### config.mk
export PLATFORM = sky130hd
export DESIGN_NAME = core_oam_dma
export DESIGN_NICKNAME = d
export VERILOG_FILES = /design/src/rtl/core_oam_dma.sv
export SDC_FILE = /design/constraint.sdc
export NUM_CORES = 1
export LEC_CHECK = 0
export CAP_MARGIN = 15
export CELL_PAD_IN_SITES_DETAIL_PLACEMENT = 1
export CELL_PAD_IN_SITES_GLOBAL_PLACEMENT = 1
export CORE_MARGIN = 4
export CORE_UTILIZATION = 30
export CTS_CLUSTER_DIAMETER = 150
export DETAILED_ROUTE_END_ITERATION = 16
export DONT_BUFFER_PORTS = 1
export PLACE_DENSITY = 0.65
export SYNTH_ARGS = -nofsm -noshare
export SYNTH_HDL_FRONTEND = slang
export SYNTH_SLANG_ARGS = --single-unit
### constraint.sdc
create_clock -name I_clock -period 3.1 [get_ports I_clock]
set_clock_uncertainty 0.05 [all_clocks]
set_input_delay 0.31 -clock I_clock [delete_from_list [all_inputs] [get_ports I_clock]]
set_output_delay 0.31 -clock I_clock [all_outputs]
set_load 0.02 [all_outputs]
### src/rtl/core_oam_dma.sv
// Sprite DMA controller sitting between the 6502 core bus and the system bus.
// In IDLE the core bus passes straight through. A core write to the trigger
// address freezes the core through its ready input and copies one 256-byte
// page to the OAM data port, one read plus one write per byte. An optional
// alignment cycle makes every read land on an even bus cycle, which gives
// the 513/514-cycle stall the original console shows.
//
// Handshake: O_cpu_ready is a plain level towards the core. While it is 0 the
// core holds its bus outputs and O_active marks that the DMA owns the bus.
// Both are registered and change only at the end of a bus cycle, which is
// the falling edge of I_phy2 as seen in the I_clock domain. An asynchronous
// reset clears them at once.
module core_oam_dma #(
    parameter logic [15:0] P_TRIGGER_ADDR = 16'h4014,
    parameter logic [15:0] P_OAM_ADDR     = 16'h2004
) (
    input  logic        I_clock,
    input  logic        I_reset,
    input  logic        I_phy2,
    input  logic [15:0] I_cpu_addr,
    input  logic [7:0]  I_cpu_wr_data,
    input  logic        I_cpu_rdwr,
    output logic        O_cpu_ready,
    output logic [7:0]  O_cpu_rd_data,
    output logic [15:0] O_addr,
    output logic [7:0]  O_wr_data,
    output logic        O_rdwr,
    input  logic [7:0]  I_rd_data,
    output logic        O_active
);

    typedef enum logic [2:0] {
        ST_IDLE  = 3'd0,
        ST_HALT  = 3'd1,
        ST_ALIGN = 3'd2,
        ST_READ  = 3'd3,
        ST_WRITE = 3'd4
    } state_t;

    state_t      state;
    logic [7:0]  page;
    logic [7:0]  idx;
    logic [7:0]  data;
    logic        last_phy2;
    logic        parity;
    logic        cyc_end;
    logic        trigger_hit;

    // A bus cycle ends on the falling edge of phase 2.
    assign cyc_end = last_phy2 & ~I_phy2;

    // A core write to the trigger address; reads and other addresses do nothing.
    assign trigger_hit = (I_cpu_rdwr == 1'b0) && (I_cpu_addr == P_TRIGGER_ADDR);

    // Read data always flows straight back to the core.
    assign O_cpu_rd_data = I_rd_data;

    // Phase-2 edge detector and bus-cycle parity. Parity 0 marks an even cycle.
    always_ff @(posedge I_clock or negedge I_reset) begin
        if (!I_reset) begin
            last_phy2 <= 1'b0;
            parity    <= 1'b0;
        end else begin
            last_phy2 <= I_phy2;
            if (cyc_end) begin
                parity <= ~parity;
            end
        end
    end

    // Transfer sequencer; every state change happens at the end of a bus cycle.
    always_ff @(posedge I_clock or negedge I_reset) begin
        if (!I_reset) begin
            state       <= ST_IDLE;
            page        <= 8'h00;
            idx         <= 8'h00;
            data        <= 8'h00;
            O_cpu_ready <= 1'b1;
            O_active    <= 1'b0;
        end else if (cyc_end) begin
            case (state)
                ST_IDLE: begin
                    if (trigger_hit) begin
                        page        <= I_cpu_wr_data;
                        idx         <= 8'h00;
                        state       <= ST_HALT;
                        O_cpu_ready <= 1'b0;
                        O_active    <= 1'b1;
                    end
                end
                ST_HALT: begin
                    // Even HALT means the next cycle is odd: burn one more so
                    // every READ starts on an even cycle.
                    if (parity == 1'b0) begin
                        state <= ST_ALIGN;
                    end else begin
                        state <= ST_READ;
                    end
                end
                ST_ALIGN: begin
                    state <= ST_READ;
                end
                ST_READ: begin
                    data  <= I_rd_data;
                    state <= ST_WRITE;
                end
                ST_WRITE: begin
                    idx <= idx + 8'd1;
                    if (idx == 8'hFF) begin
                        state       <= ST_IDLE;
                        O_cpu_ready <= 1'b1;
                        O_active    <= 1'b0;
                    end else begin
                        state <= ST_READ;
                    end
                end
                default: begin
                    state       <= ST_IDLE;
                    O_cpu_ready <= 1'b1;
                    O_active    <= 1'b0;
                end
            endcase
        end
    end

    // Bus ownership: the core in IDLE, dummy reads of the frozen core address
    // in HALT/ALIGN, then alternating source reads and OAM writes.
    always_comb begin
        O_addr    = I_cpu_addr;
        O_wr_data = I_cpu_wr_data;
        O_rdwr    = I_cpu_rdwr;
        case (state)
            ST_IDLE: begin
                O_addr    = I_cpu_addr;
                O_wr_data = I_cpu_wr_data;
                O_rdwr    = I_cpu_rdwr;
            end
            ST_HALT, ST_ALIGN: begin
                O_addr    = I_cpu_addr;
                O_wr_data = I_cpu_wr_data;
                O_rdwr    = 1'b1;
            end
            ST_READ: begin
                O_addr    = {page, idx};
                O_wr_data = data;
                O_rdwr    = 1'b1;
            end
            ST_WRITE: begin
                O_addr    = P_OAM_ADDR;
                O_wr_data = data;
                O_rdwr    = 1'b0;
            end
            default: begin
                O_addr    = I_cpu_addr;
                O_wr_data = I_cpu_wr_data;
                O_rdwr    = I_cpu_rdwr;
            end
        endcase
    end

endmodule

## After elaboration in Yosys (flattened, before gate mapping)

Index checks and enable logic that the tools add are counted.
Widths: inputs -> output; s select.

| word-level totals | value |
|---|---|
| register bits after elaboration | 31 |
| input port bits | 36 |
| output and inout port bits | 35 |
| logic and storage cells | 47 |

| operators by class | value |
|---|---|
| add/subtract/negate cells | 1 |
| equal/unequal tests | 8 |
| mux-type cells | 15 |
| bitwise operators | 5 |
| reductions and logical operators | 10 |

Operators by type and width:

| operator | count |
|---|---|
| $pmux 16 s2 | 1 |
| $eq 16x15->1 const B | 1 |
| $mux 8 | 2 |
| $pmux 8 s2 | 1 |
| $pmux 3 s5 | 1 |
| $add 8x1->8 const B | 1 |
| $eq 8x8->1 const B | 1 |
| $eq 3x2->1 const B | 2 |
| $pmux 1 s3 | 2 |
| $reduce_and 3->1 | 2 |
| $mux 1 | 5 |
| $ne 2x2->1 const B | 2 |
| $not 1->1 | 4 |
| $reduce_and 2->1 | 2 |
| $reduce_and 4->1 | 1 |
| $eq 3x1->1 const B | 1 |
| $eq 3x3->1 const B | 1 |
| $logic_not 3->1 | 1 |
| $mux 3 | 1 |
| $reduce_or 3->1 | 1 |
| $mux 2 | 1 |
| $pmux 1 s2 | 1 |
| $reduce_bool 2->1 | 1 |
| $reduce_or 2->1 | 1 |
| 2 further kinds | 2 |

## Longest topological paths before layout

Gate-level depths: netlist of the first run.

| logic depth | value |
|---|---|
| word-level depth | 4 |
| mapped depth | 7 |
| mapped depth without buffers | 5 |

## Least setup slack after synthesis of the first run

OpenSTA, ideal clock, no wires.

| timing path | value |
|---|---|
| path type | register to output |
| start | reg state[2] |
| end | out O_addr[2] |
| arrival time | 1.650 ns |
| required time | 2.740 ns |
| path slack | 1.090 ns |
| stages on the path, launching flop included | 7 |
| path buffers | 3 |
| path through | dfrtp_1 buf_4 and3b_2 buf_2 clkbuf_1 nor2_1 o21ai_0 |

| between the ends | value |
|---|---|
| cells in the longest elaborated chain, start to end | 2 |
| elaborated cells on any way between the ends | 3 |
| classes of those cells | eq/ne (2); mux (1) |

Ends and longest elaborated chain:

| what | RTL line | RTL |
|---|---|---|
| start, declared | 40 | `state_t state;` |
| start signal, assigned | 74 | `state <= ST_IDLE;` |
| start signal, assigned | 86 | `state <= ST_HALT;` |
| start signal, assigned | 95 | `state <= ST_ALIGN;` |
| $eq 3x3->1 / $eq 3x2->1 (equally long branches) | 132 | `case (state)` |
| $pmux 16 s2 (*) | 132 |  |
| end, declared | 25 | `output logic [15:0] O_addr,` |

Mark *: on every way between the ends. The rest lies on a longest branch, timed or not.

## Worst setup path in the final report of the first run

| timing path | value |
|---|---|
| start | reg state[1] |
| end | out O_wr_data[2] |

| between the ends | value |
|---|---|
| cells in the longest elaborated chain, start to end | 3 |
| elaborated cells on any way between the ends | 4 |
| classes of those cells | eq/ne (2); mux (1); reduce/logical (1) |

Ends and longest elaborated chain:

| what | RTL line | RTL |
|---|---|---|
| $eq 3x3->1 / $eq 3x2->1 (equally long branches) | 132 |  |
| $reduce_or 2->1 (no line) (*) | -- |  |
| $mux 8 (*) | 132 |  |
| end, declared | 26 | `output logic [7:0] O_wr_data,` |

Marked as above.

==> out/qor.yml, run 1 <==
final_layout:
  fill_cells: 678
  num-nets-final: 203
  post-route-util_pct: 34.03
  multi_input_area_um2: 918.4
  area_delta_synth_final_pct: 9.385
  final-seq-area_um2: 777.0
  diodes: 0
  drive_gt1_share_pct: 31.74
route:
  drc: 0
  first_pass_iters: 4
  ant_nets: 0
  vias_per_cell: 5.744
  vias: 1390
  routed_wl_mm: 5.281
  routedWlPerCell_um: 21.82
  drt_iter0_markers: 34
floorplanning:
  die_y_um: 86.59
  io_pins: 71
  dieArea_um2: 7498
  start_util_pct: 31.11
  row_count: 28
  die_x_um: 86.59
  core_um2: 5956
yosys:
  yosys_warnings: 0
  yosysSeqAreaShare_pct: 41.93
  ys_seq_elements: 31
  synth_area_leaders: "dfrtp_1, mux2_2, a22o_1"
  synthFlopType: "dfrtp_1"
  synth.top_cells.by_count: "dfrtp_1, mux2_2, a22o_1"
  synth_top_cell_by_area: "dfrtp_1"
  avgSynthCellArea_um2: 10.90
  synth_edf_count: 0
  yosysUniqueCellTypes: 47
  yosys.cell_count.top_type: "dfrtp_1"
  async_flop_share_pct: 100.0
  synth_top_area_share_pct: 40.51
  syn_area_um2: 1853
  synthCells: 170
  synth_fp_nets: 207
clock_network:
  clk_pin_slew_ns: 0.07
  cts_resized: 0
  h-tree-depth: 2
  cts_buffers: 5
  cts_tree: "done"
  post_cts_buffers: 0
  cts_root_buffer: "clkbuf_8"
  clock_path_buffers: 2
  cts.sink_count: 31
  clkLatencyLatePin_ns: 0.29
global_routing:
  grt_pass1_wl_mm: 8.638
  antenna_found_initial: 0
  grt-ovfl-total: 0
  grt_max_degree: 32
  grtUsageTotal_pct: 15.08
  grt_pass1_vias: 1579
outcome:
  outcome: "complete, no violations"
sta:
  slew_headroom_pct: 55.01
  tns_ns: 0
  hold_viol_final: 0
  rsz0062_at_grt: "no"
  tightest_slew_ns: 0.6677
  setup_violations: 0
  finalCriticalPeriod_ns: 2.617
  final_max_slew_viol_count: 0
  clock.fmax_mhz: 382.1
  min_period_over_period_pct: 84.43
power:
  p_per_area_nw_per_um2: 911.6
  cellLeakagePower_nw: 0.9212
  ir_drop_uv: 486.2
worst_setup_path:
  cp.arrival_ns: 2.26
  startpoint: "state[1]"
  r2r_start: "state[0]"
  worstPathRequired_ns: 2.74
  reg2reg_depth: 3
  rrSetupSlack_ns: 0.77
  startpoint_type: "flip-flop"
  worst-path-max-fanout: 18
  cp-endpoint: "O_wr_data[2]"
  end_kind: "output pin"
  r2r_end: "page[4]"
  critPathKind: "reg -> out"
hold_path:
  hp-class: "in -> reg"
placed_design:
  dpl.hpwl_mm: 3.845
  gp_congestion: 0.8154
  port_buffers: 0
flow_run:
  cap_violations: 0
-- where the power goes --
group | total, mW | switching (mW) | internal, mW
registers | 0.592 | 0.0965 | 0.495
logic | 0.830 | 0.516 | 0.315
clock network | 0.426 | 0.166 | 0.260
-- stage by stage --
stage	worst slack (ns)	cells	total power, mW	cell area (um^2)	hold WS (ns)
finish	0.4826	242	1.848	2027	0.1144
global placement	0.9072	231	1.376	1869	-0.03454
CTS	0.4753	242	1.861	2027	0.1087
floorplan	1.090	170	1.252	1853	-0.03559
global route	0.3651	242	1.952	2027	0.09814
detailed placement	0.7999	231	1.416	1869	-0.03471
-- routing by layer --
layer / global-route usage (%) / wire length, um
met1: 17.88 / 2212
met2: 24.62 / 2563
met3: 4.943 / 374
met4: 7.082 / 130
met5: 0 / 0
-- state kept, by name (all words and copies together) (netlist names) --
signal       cells
O_cpu_ready      1
idx              8
O_active         1
data             8
last_phy2        1
state            3
page             8
parity           1
-- layout make-up --
type	instances	share of cell area, %
timing repair buffer	8	4.444
sequential	31	38.33
multi-input combinational	112	45.31
inverter	8	1.481
clock buffer	6	4.074
clock inverter	2	1.728
tap	75	4.630
-- logic make-up after synthesis --
group	Yosys count	share of synthesized area [%]
simple gates	41	14.65
compound gates	42	17.56
buf+inv	27	8.507
xor+xnor	1	0.4727
mux	27	16.21
flops	31	41.93
fa+ha+maj	1	0.6751
-- repair_timing --
action,in CTS,in global routing
hold endpoints to repair,32,0
endpoints found under the setup margin,0,0
hold buffers,3,0
-- worst min path at each step --
stage                     start       end  slack [ns]  cells after the start
4_1_cts        I_cpu_wr_data[1]   page[1]        0.11                      1
6_report       I_cpu_wr_data[7]   page[7]        0.11                      1
2_1_floorplan           I_reset  O_active       -0.04                      0
5_1_grt        I_cpu_wr_data[7]   page[7]         0.1                      1
3_3_place_gp            I_reset   page[4]       -0.03                      0
3_5_place_dp            I_reset   data[4]       -0.03                      0
-- placed cells by master (no fill, tap or decap), types with 4 or more instances in the layout --
cell,netlist,routed
a31oi_1,4,4
and3_1,5,5
o21ai_0,8,8
a22o_1,11,11
inv_1,8,8
buf_4,10,4
dfrtp_1,30,30
nor3_1,4,4
mux2_2,24,24
nor2_1,4,4
clkbuf_8,0,6
nand2_1,7,7
-- worst max-delay path: stages (launching register included) --
cell,delay (ns)
dfrtp_1,0.52
and3b_2,0.39
nor2_1,0.42
buf_12,0.22
mux2_2,0.40
Note: power is estimated with default switching activity, not from simulation.
==> run 2, diff against run 1 <==
--- a/config.mk
+++ b/config.mk
@@ -13,7 +13,7 @@
 export CTS_CLUSTER_DIAMETER = 150
 export DETAILED_ROUTE_END_ITERATION = 16
 export DONT_BUFFER_PORTS = 1
-export PLACE_DENSITY = 0.65
+export PLACE_DENSITY = 0.67
 export SYNTH_ARGS = -nofsm -noshare
 export SYNTH_HDL_FRONTEND = slang
 export SYNTH_SLANG_ARGS = --single-unit
==> constraint.sdc (replaced) <==
create_clock -name I_clock -period 2.36 [get_ports I_clock]
set_clock_uncertainty 0.05 [all_clocks]
set_input_delay 0.236 -clock I_clock [delete_from_list [all_inputs] [get_ports I_clock]]
set_output_delay 0.236 -clock I_clock [all_outputs]
set_load 0.02 [all_outputs]
==> out/qor.yml, run 2 (synthesis results as in run 1) <==
outcome:
  outcome: "complete, no violations"
sta:
  finalWorstSetupSlack_ns: 0.1262
  setup_violations: 0
  clock.fmax_mhz: 447.7
  slew_headroom_pct: 65.30
  final_max_slew_viol_count: 0
  tightest_slew_ns: 0.5074
  tns_ns: 0
  min_period_over_period_pct: 94.65
  finalCriticalPeriod_ns: 2.234
  rsz0062_at_grt: "no"
  hold_viol_final: 0
power:
  cellLeakagePower_nw: 0.9403
  p_per_area_nw_per_um2: 1134
  ir_drop_uv: 477.4
floorplanning:
  dieArea_um2: 7498
  start_util_pct: 31.11
  die_y_um: 86.59
  die_x_um: 86.59
  io_pins: 71
  core_um2: 5956
  row_count: 28
final_layout:
  area_delta_synth_final_pct: 10.80
  diodes: 0
  drive_gt1_share_pct: 34.48
  reg_top3: "data: 8 flops, idx: 8 flops, page: 8 flops"
  layout_common_cells: "dfrtp_1, mux2_2, buf_4, a22o_1"
  fill_cells: 696
  final_common_cell: "dfrtp_1"
  num-nets-final: 210
route:
  drt_iter0_markers: 41
  ant_nets: 0
  vias_per_cell: 5.494
  drc: 0
  routed_wl_mm: 4.891
  routedWlPerCell_um: 19.64
  vias: 1368
  first_pass_iters: 4
placed_design:
  dpl.hpwl_mm: 3.636
  port_buffers: 0
  dp_slack_ns: 0.4462
  gp_congestion: 0.8151
global_routing:
  grt-ovfl-total: 0
  grtUsageTotal_pct: 13.78
  antenna_found_initial: 0
  grt_pass1_wl_mm: 7.941
  grt_max_degree: 32
  grt_pass1_vias: 1487
flow_run:
  cap_violations: 0
worst_setup_path:
  cp.arrival_ns: 1.95
  critPathTopFamily: "flip-flops"
  cp.buffers_inverters: 1
  slowest_stage: "dfrtp_1"
  cp_slowest_stage_delay_ns: 0.51
  worst-path-max-fanout: 14
  end_kind: "output pin"
  worstPathRequired_ns: 2.07
  crit_chain: "and3b_2 -> nor2_1 -> buf_4 -> mux2_2"
  critPathKind: "reg -> out"
  startpoint_type: "flip-flop"
clock_network:
  cts_tree: "done"
  clk_pin_slew_ns: 0.07
  cts_buffers: 5
  cts_resized: 0
  cts_root_buffer: "clkbuf_8"
  h-tree-depth: 2
  clkLatencyLatePin_ns: 0.29
  cts.sink_count: 31
  clock_path_buffers: 2
hold_path:
  hp-class: "in -> reg"
run 2: cell count changes in the layout (fill, tap and decap cells not counted), sizes merged:
cell | previous run | this run
buf | 6 | 13
bufinv | 1 | 0
clkbuf | 6 | 7
clkinv | 1 | 0
clkinvlp | 0 | 1
run 2: cell type report:
| type | instances | area, um^2 | share of cell area (%) |
|---|---|---|---|
| Sequential cell | 31 | 777.0 | 37.84 |
| Clock inverter | 1 | 7.507 | 0.3656 |
| Timing Repair Buffer | 15 | 130.1 | 6.338 |
| Multi-Input combinational cell | 112 | 918.4 | 44.73 |
| Tap cell | 75 | 93.84 | 4.570 |
| Clock buffer | 7 | 96.34 | 4.692 |
| Inverter | 8 | 30.03 | 1.463 |
run 2: final timing paths:
| kind | start | endpoint | slack [ns] | cells past startpoint |
|---|---|---|---|---|
| setup / recovery | state[0] | O_wr_data[5] | 0.13 | 4 |
| min in group asynchronous | I_reset | data[4] | 0.35 | 2 |
| hold / removal | I_cpu_wr_data[5] | page[5] | 0.04 | 1 |
| max in group asynchronous | I_reset | O_cpu_ready | 1.67 | 2 |
| setup reg to reg | state[1] | data[0] | 0.47 | 4 |
| hold reg to reg | parity | parity | 0.43 | 1 |
run 2: per-layer routing:
layer	up-vias	GRT usage (%)	part of all wire, %
met5	-	0	0
met4	0	6.657	1.9
met3	7	5.133	8.6
met2	52	22.04	48
met1	679	16.28	42
li1	630	-	-
run 2: where the power goes:
group / leakage, nW / total (mW) / internal (mW) / switching [mW]
Clock: 0.0505 / 0.488 / 0.265 / 0.222
Sequential: 0.400 / 0.775 / 0.650 / 0.125
Combinational: 0.490 / 1.07 / 0.432 / 0.634
Total: 0.940 / 2.33 / 1.35 / 0.981
run 2: per-stage QoR:
| step | power [mW] | utilization (%) | cell area [um^2] | cells | hold slack, ns |
|---|---|---|---|---|---|
| final | 2.329 | 34.47 | 2053 | 249 | 0.04073 |
| after global placement | 1.829 | 32.06 | 1909 | 238 | -0.1085 |
| after floorplan | 1.645 | - | 1853 | 170 | -0.1096 |
| after global routing | 2.471 | 34.47 | 2053 | 249 | 0.03174 |
| after detailed placement | 1.842 | 32.06 | 1909 | 238 | -0.1085 |
| after CTS | 2.352 | 34.47 | 2053 | 249 | 0.03543 |
run 2: what timing repair did:
action,4_1_cts,5_1_grt
hold buffers,3,0
hold endpoints to repair,32,0
setup buffers,0,0
==> run 3, diff against run 2 <==
--- a/config.mk
+++ b/config.mk
@@ -14,6 +14,7 @@
 export DETAILED_ROUTE_END_ITERATION = 16
 export DONT_BUFFER_PORTS = 1
 export PLACE_DENSITY = 0.67
+export SLEW_MARGIN = 30
 export SYNTH_ARGS = -nofsm -noshare
 export SYNTH_HDL_FRONTEND = slang
 export SYNTH_SLANG_ARGS = --single-unit
==> results of run 3 <==
The final DEF is identical to that of run 2; final timing and power are the same.
